## src/rtl/sysid_chk_timer.sv

```systemverilog
// Waitrequest stall timer for one read attempt.
// expired fires on the stalled cycle that brings the count to TIMEOUT_CYCLES.
module sysid_chk_timer #(
   parameter logic [7:0] TIMEOUT_CYCLES = 8'd255
) (
   input  logic clock,
   input  logic reset,
   input  logic clear,
   input  logic enable,
   output logic expired
);

   logic [7:0] count;

   always_ff @(posedge clock) begin
      if (reset || clear) begin
         count <= 8'd0;
      end else if (enable) begin
         count <= count + 8'd1;
      end
   end

   // Count includes the current stalled cycle so an attempt lasts exactly
   // TIMEOUT_CYCLES cycles.
   assign expired = enable &&
                    (({1'b0, count} + 9'd1) == {1'b0, TIMEOUT_CYCLES});

endmodule

```

## config.mk

```make
export PLATFORM = sky130hd
export DESIGN_NAME = sysid_chk_timer
export DESIGN_NICKNAME = d
export VERILOG_FILES = /design/src/rtl/sysid_chk_timer.sv
export SDC_FILE = /design/constraint.sdc
export NUM_CORES = 1
export LEC_CHECK = 0
export CAP_MARGIN = 20
export CORE_AREA = 3 3 40 42
export DETAILED_ROUTE_END_ITERATION = 10
export DIE_AREA = 0 0 43 45
export HOLD_SLACK_MARGIN = 0.12
export PLACE_DENSITY = 0.49
export RECOVER_POWER = 100
export SKIP_LAST_GASP = 1
export SLEW_MARGIN = 20
export SYNTH_ARGS = -nofsm -noshare
export SYNTH_HDL_FRONTEND = slang
export SYNTH_SLANG_ARGS = --single-unit
export TNS_END_PERCENT = 1
```

## constraint.sdc

```tcl
create_clock -name clock -period 1.65 [get_ports clock]
set_input_delay 0.2475 -clock clock [delete_from_list [all_inputs] [get_ports clock]]
set_output_delay 0.2475 -clock clock [all_outputs]
set_load 0.03 [all_outputs]
```

==> qor.csv <==
metric,value,unit
status,"finished, final reports clean",
worst_ep_arrival_time,1.38,ns
post_route_cells_drive_above_1_share,33.3,%
holdPathStages,2,
insertedDiodeCount,0,
critical_path.reg2reg.endpoint,count[6],
synth_compound_area_share,10.2,%
fmaxAchievable,614,MHz
cp-start-kind,flop,
yosysTopAreaCell,sky130_fd_sc_hd__dfxtp_1,
power.internal,0.292,mW
dieWidth,43,µm
finalSetupViolCount,0,
final_core_util,41.5,%
synth.yosys.seq_area_share,40.9,%
totalWireLength,790,µm
clock_tree_root_driver_cell,sky130_fd_sc_hd__clkbuf_4,
nNetsFinal,62,
floorplan.rows,13,
overall_die_area,1940,µm²
min-delay-path-class,reg -> reg,
antenna_violations_before_repair,0,
hold_path.startpoint,count[6],
drt_pass_1_iters,2,
r2r_cells,4,
synth_simple_gate_area_share,25.9,%
max_slew.worst_pin.slew,0.491,ns
largest_family_of_logic_cells_by_synthesized_area,simple AND/OR/NAND/NOR gates,
clkPwrFrac,41.0,%
final.min_clock_period,1.63,ns
reg.largest.list,count x8,
dieHeight,45,µm
grt_start_max_net_pins,9,
cts_tree,yes,
max_capacitance_violation_count,0,
synthCells,45,
starting_drt_drc_count,3,
floorplan.io_pins,5,
critical_path.reg2reg.startpoint,count[1],
cts_max_level,1,
largest_register_ffs,8,
endpoint_kind,primary output,
postSynthRegisterBits,8,
post_synth_xor_area_fraction,13.4,%
fraction_of_post_synthesis_cell_area_in_the_top_cell_type_by_area,40.9,%
layout_worst_path_cycle_share,98.8,%
logic_pwr_share,6.7,%
postRouteAntennaNets,0,
power.static_leakage,0.167,nW
synth_nets,51,
grt_setup_unrepaired,true,
via_count,331,
max-clock-path-buffers,2,
p_total,0.381,mW
min_delay_worst_endpoint,count[6],
synth_fa_ha_area_share,6.39,%
buffer_ports.inserted,4,
final_hold_viol_count,0,
weighted_congestion_reported_at_the_end_of_routability_driven_placement,0.690,
slew_headroom,67.3,%
criticalPathCategory,reg -> out,
grt.overflow.total,0,
drv_slew,0,
yosys_warnings,0,
post_drt_wl_per_cell,11.4,µm
timing.critical_path.slowest_stage_cell,sky130_fd_sc_hd__dfxtp_4,
route.detailed.vias_per_inst,4.80,
worstPathRequired,1.40,ns
path_cells,"nand3_4, xor2_1, nor4_2, buf_4",
grt_first_pass_wirelength,1330,µm
number_of_buffers_created_by_cts,3,
initial_core_utilization,30.5,%
critPathMaxStageDelay,0.40,ns
clk_pin_slew_worst_paths,0.06,ns
multiplexer_fraction_of_the_synthesized_cell_area,0,%
synthesis.area_per_instance,8.70,µm²
setup.reg_to_reg.worst_slack,0.31,ns
drc,0,
synth.lib_cells_used.distinct,21,
post_dp_cell_area,460,µm²
net-switching-power,0.0894,mW
mappedNetlistArea,392,µm²
grt_usage,9.69,%
ys_top_cells_by_area,"sky130_fd_sc_hd__dfxtp_1, sky130_fd_sc_hd__xor2_1, sky130_fd_sc_hd__ha_1",
worstSkewPairLatency,0.26,ns
layout-area-overhead-vs-synth,36.1,%
register_share_of_total_power,52.3,%
vdd.ir_drop.worst,0.362,mV
clock-skew-final,0.00198,ns
p_per_area,715,nW/µm²
cts.sinks,8,
crit_fanout,5,
fin_area,533,µm²
largest_register,count,
first_global_vias,324,
coreArea,1280,µm²
power.switching_fraction,23.5,%
layout make-up:
class / count / area, µm²
fillers: 122 / 752
multi-input cells: 34 / 253
flip-flops and latches: 8 / 169
repair buffers: 8 / 66.3
clock buffers: 3 / 22.5
well taps: 15 / 18.8
inverters: 1 / 3.75
power groups by stage:
stage          logic [mW]  registers, mW  clock network, mW
2_1_floorplan      0.0131          0.203                  0
3_3_place_gp       0.0233          0.203                  0
3_5_place_dp       0.0232          0.203                  0
4_1_cts            0.0247          0.199              0.162
5_1_grt            0.0287          0.199              0.171
6_report           0.0256          0.199              0.156
per-stage QoR:
step / setup TNS (ns) / hold WS, ns / instances / setup slack, ns
6_report: 0 / 0.492 / 69 / 0.0203
5_1_grt: -0.0485 / 0.520 / 69 / -0.0485
4_1_cts: 0 / 0.495 / 67 / 0.00350
3_5_place_dp: 0 / 0.485 / 64 / 0.118
3_3_place_gp: 0 / 0.479 / 64 / 0.125
2_1_floorplan: 0 / 0.452 / 45 / 0.0172
critical path, delay by kind of cell, from the launching register on:
kind	cells	cell delay, ns
XOR/XNOR	1	0.15
buffers and inverters	1	0.20
flip-flops	1	0.40
AND/OR/NAND/NOR	2	0.38
how the worst max path moves through the flow:
stage | start | end | slack, ns
CTS | count[1] | expired | 0.004
global placement | enable | expired | 0.13
floorplan | count[0] | expired | 0.02
global route | count[1] | expired | -0.05
detailed placement | enable | expired | 0.12
finish | count[1] | expired | 0.02
synth_stat cells:
master / number
sky130_fd_sc_hd__a211oi_1: 1
sky130_fd_sc_hd__a21oi_1: 3
sky130_fd_sc_hd__buf_2: 1
sky130_fd_sc_hd__clkbuf_1: 1
sky130_fd_sc_hd__dfxtp_1: 8
sky130_fd_sc_hd__ha_1: 2
sky130_fd_sc_hd__inv_1: 1
sky130_fd_sc_hd__nand2_1: 3
sky130_fd_sc_hd__nand3_1: 3
sky130_fd_sc_hd__nand3_2: 1
sky130_fd_sc_hd__nand4_1: 2
sky130_fd_sc_hd__nor2_1: 5
sky130_fd_sc_hd__nor4_1: 1
sky130_fd_sc_hd__o21ai_0: 2
sky130_fd_sc_hd__o31ai_1: 1
sky130_fd_sc_hd__or2_2: 1
sky130_fd_sc_hd__or3_1: 1
sky130_fd_sc_hd__or3_2: 1
sky130_fd_sc_hd__or4_1: 1
sky130_fd_sc_hd__xnor2_1: 2
sky130_fd_sc_hd__xor2_1: 4
cells in the final DEF (no fill, tap or decap):
cell                              count
sky130_fd_sc_hd__clkbuf_4             3
sky130_fd_sc_hd__dlygate4sd3_1        1
sky130_fd_sc_hd__dfxtp_4              2
sky130_fd_sc_hd__dfxtp_1              5
sky130_fd_sc_hd__or3_2                1
sky130_fd_sc_hd__ha_2                 1
sky130_fd_sc_hd__dfxtp_2              1
sky130_fd_sc_hd__nand4_1              2
sky130_fd_sc_hd__xnor2_1              2
sky130_fd_sc_hd__a211oi_1             1
sky130_fd_sc_hd__or2_0                1
sky130_fd_sc_hd__dlygate4sd2_1        1
sky130_fd_sc_hd__nand2_1              3
sky130_fd_sc_hd__nand3_2              1
sky130_fd_sc_hd__or3_1                1
sky130_fd_sc_hd__o31ai_1              1
sky130_fd_sc_hd__ha_4                 1
sky130_fd_sc_hd__nand3_4              1
sky130_fd_sc_hd__inv_2                1
sky130_fd_sc_hd__xor2_1               4
sky130_fd_sc_hd__clkdlybuf4s50_1      1
sky130_fd_sc_hd__or4_1                1
sky130_fd_sc_hd__nand3_1              2
sky130_fd_sc_hd__a21oi_1              3
sky130_fd_sc_hd__buf_4                5
sky130_fd_sc_hd__nor4_2               1
sky130_fd_sc_hd__o21ai_0              2
sky130_fd_sc_hd__nor2_1               5
what timing repair did:
action                                  CTS  global route
endpoints found under the hold margin     0             0
gates resized for setup                  11             1
hold buffers                              0             0
endpoints found under the setup margin    1             1
buffers inserted                          0             2
pin swaps                                 2             2
metal layers:
metal | up-vias | track usage [%] | share of wire [%]
met2 | 4 | 16.2 | 49
met1 | 149 | 9.73 | 46
met3 | 0 | 6.37 | 4.9
met4 | 0 | 3.61 | 0
li1 | 178 | - | -
met5 | - | 0 | 0
kinds of logic after synthesis:
family | Yosys count
AND/OR/NAND/NOR | 19
flip-flops | 8
AO/OA/AOI/OAI | 7
XOR/XNOR | 6
buffers and inverters | 3
adder cells (fa/ha/maj) | 2
Note: power is estimated with default switching activity, not from simulation.
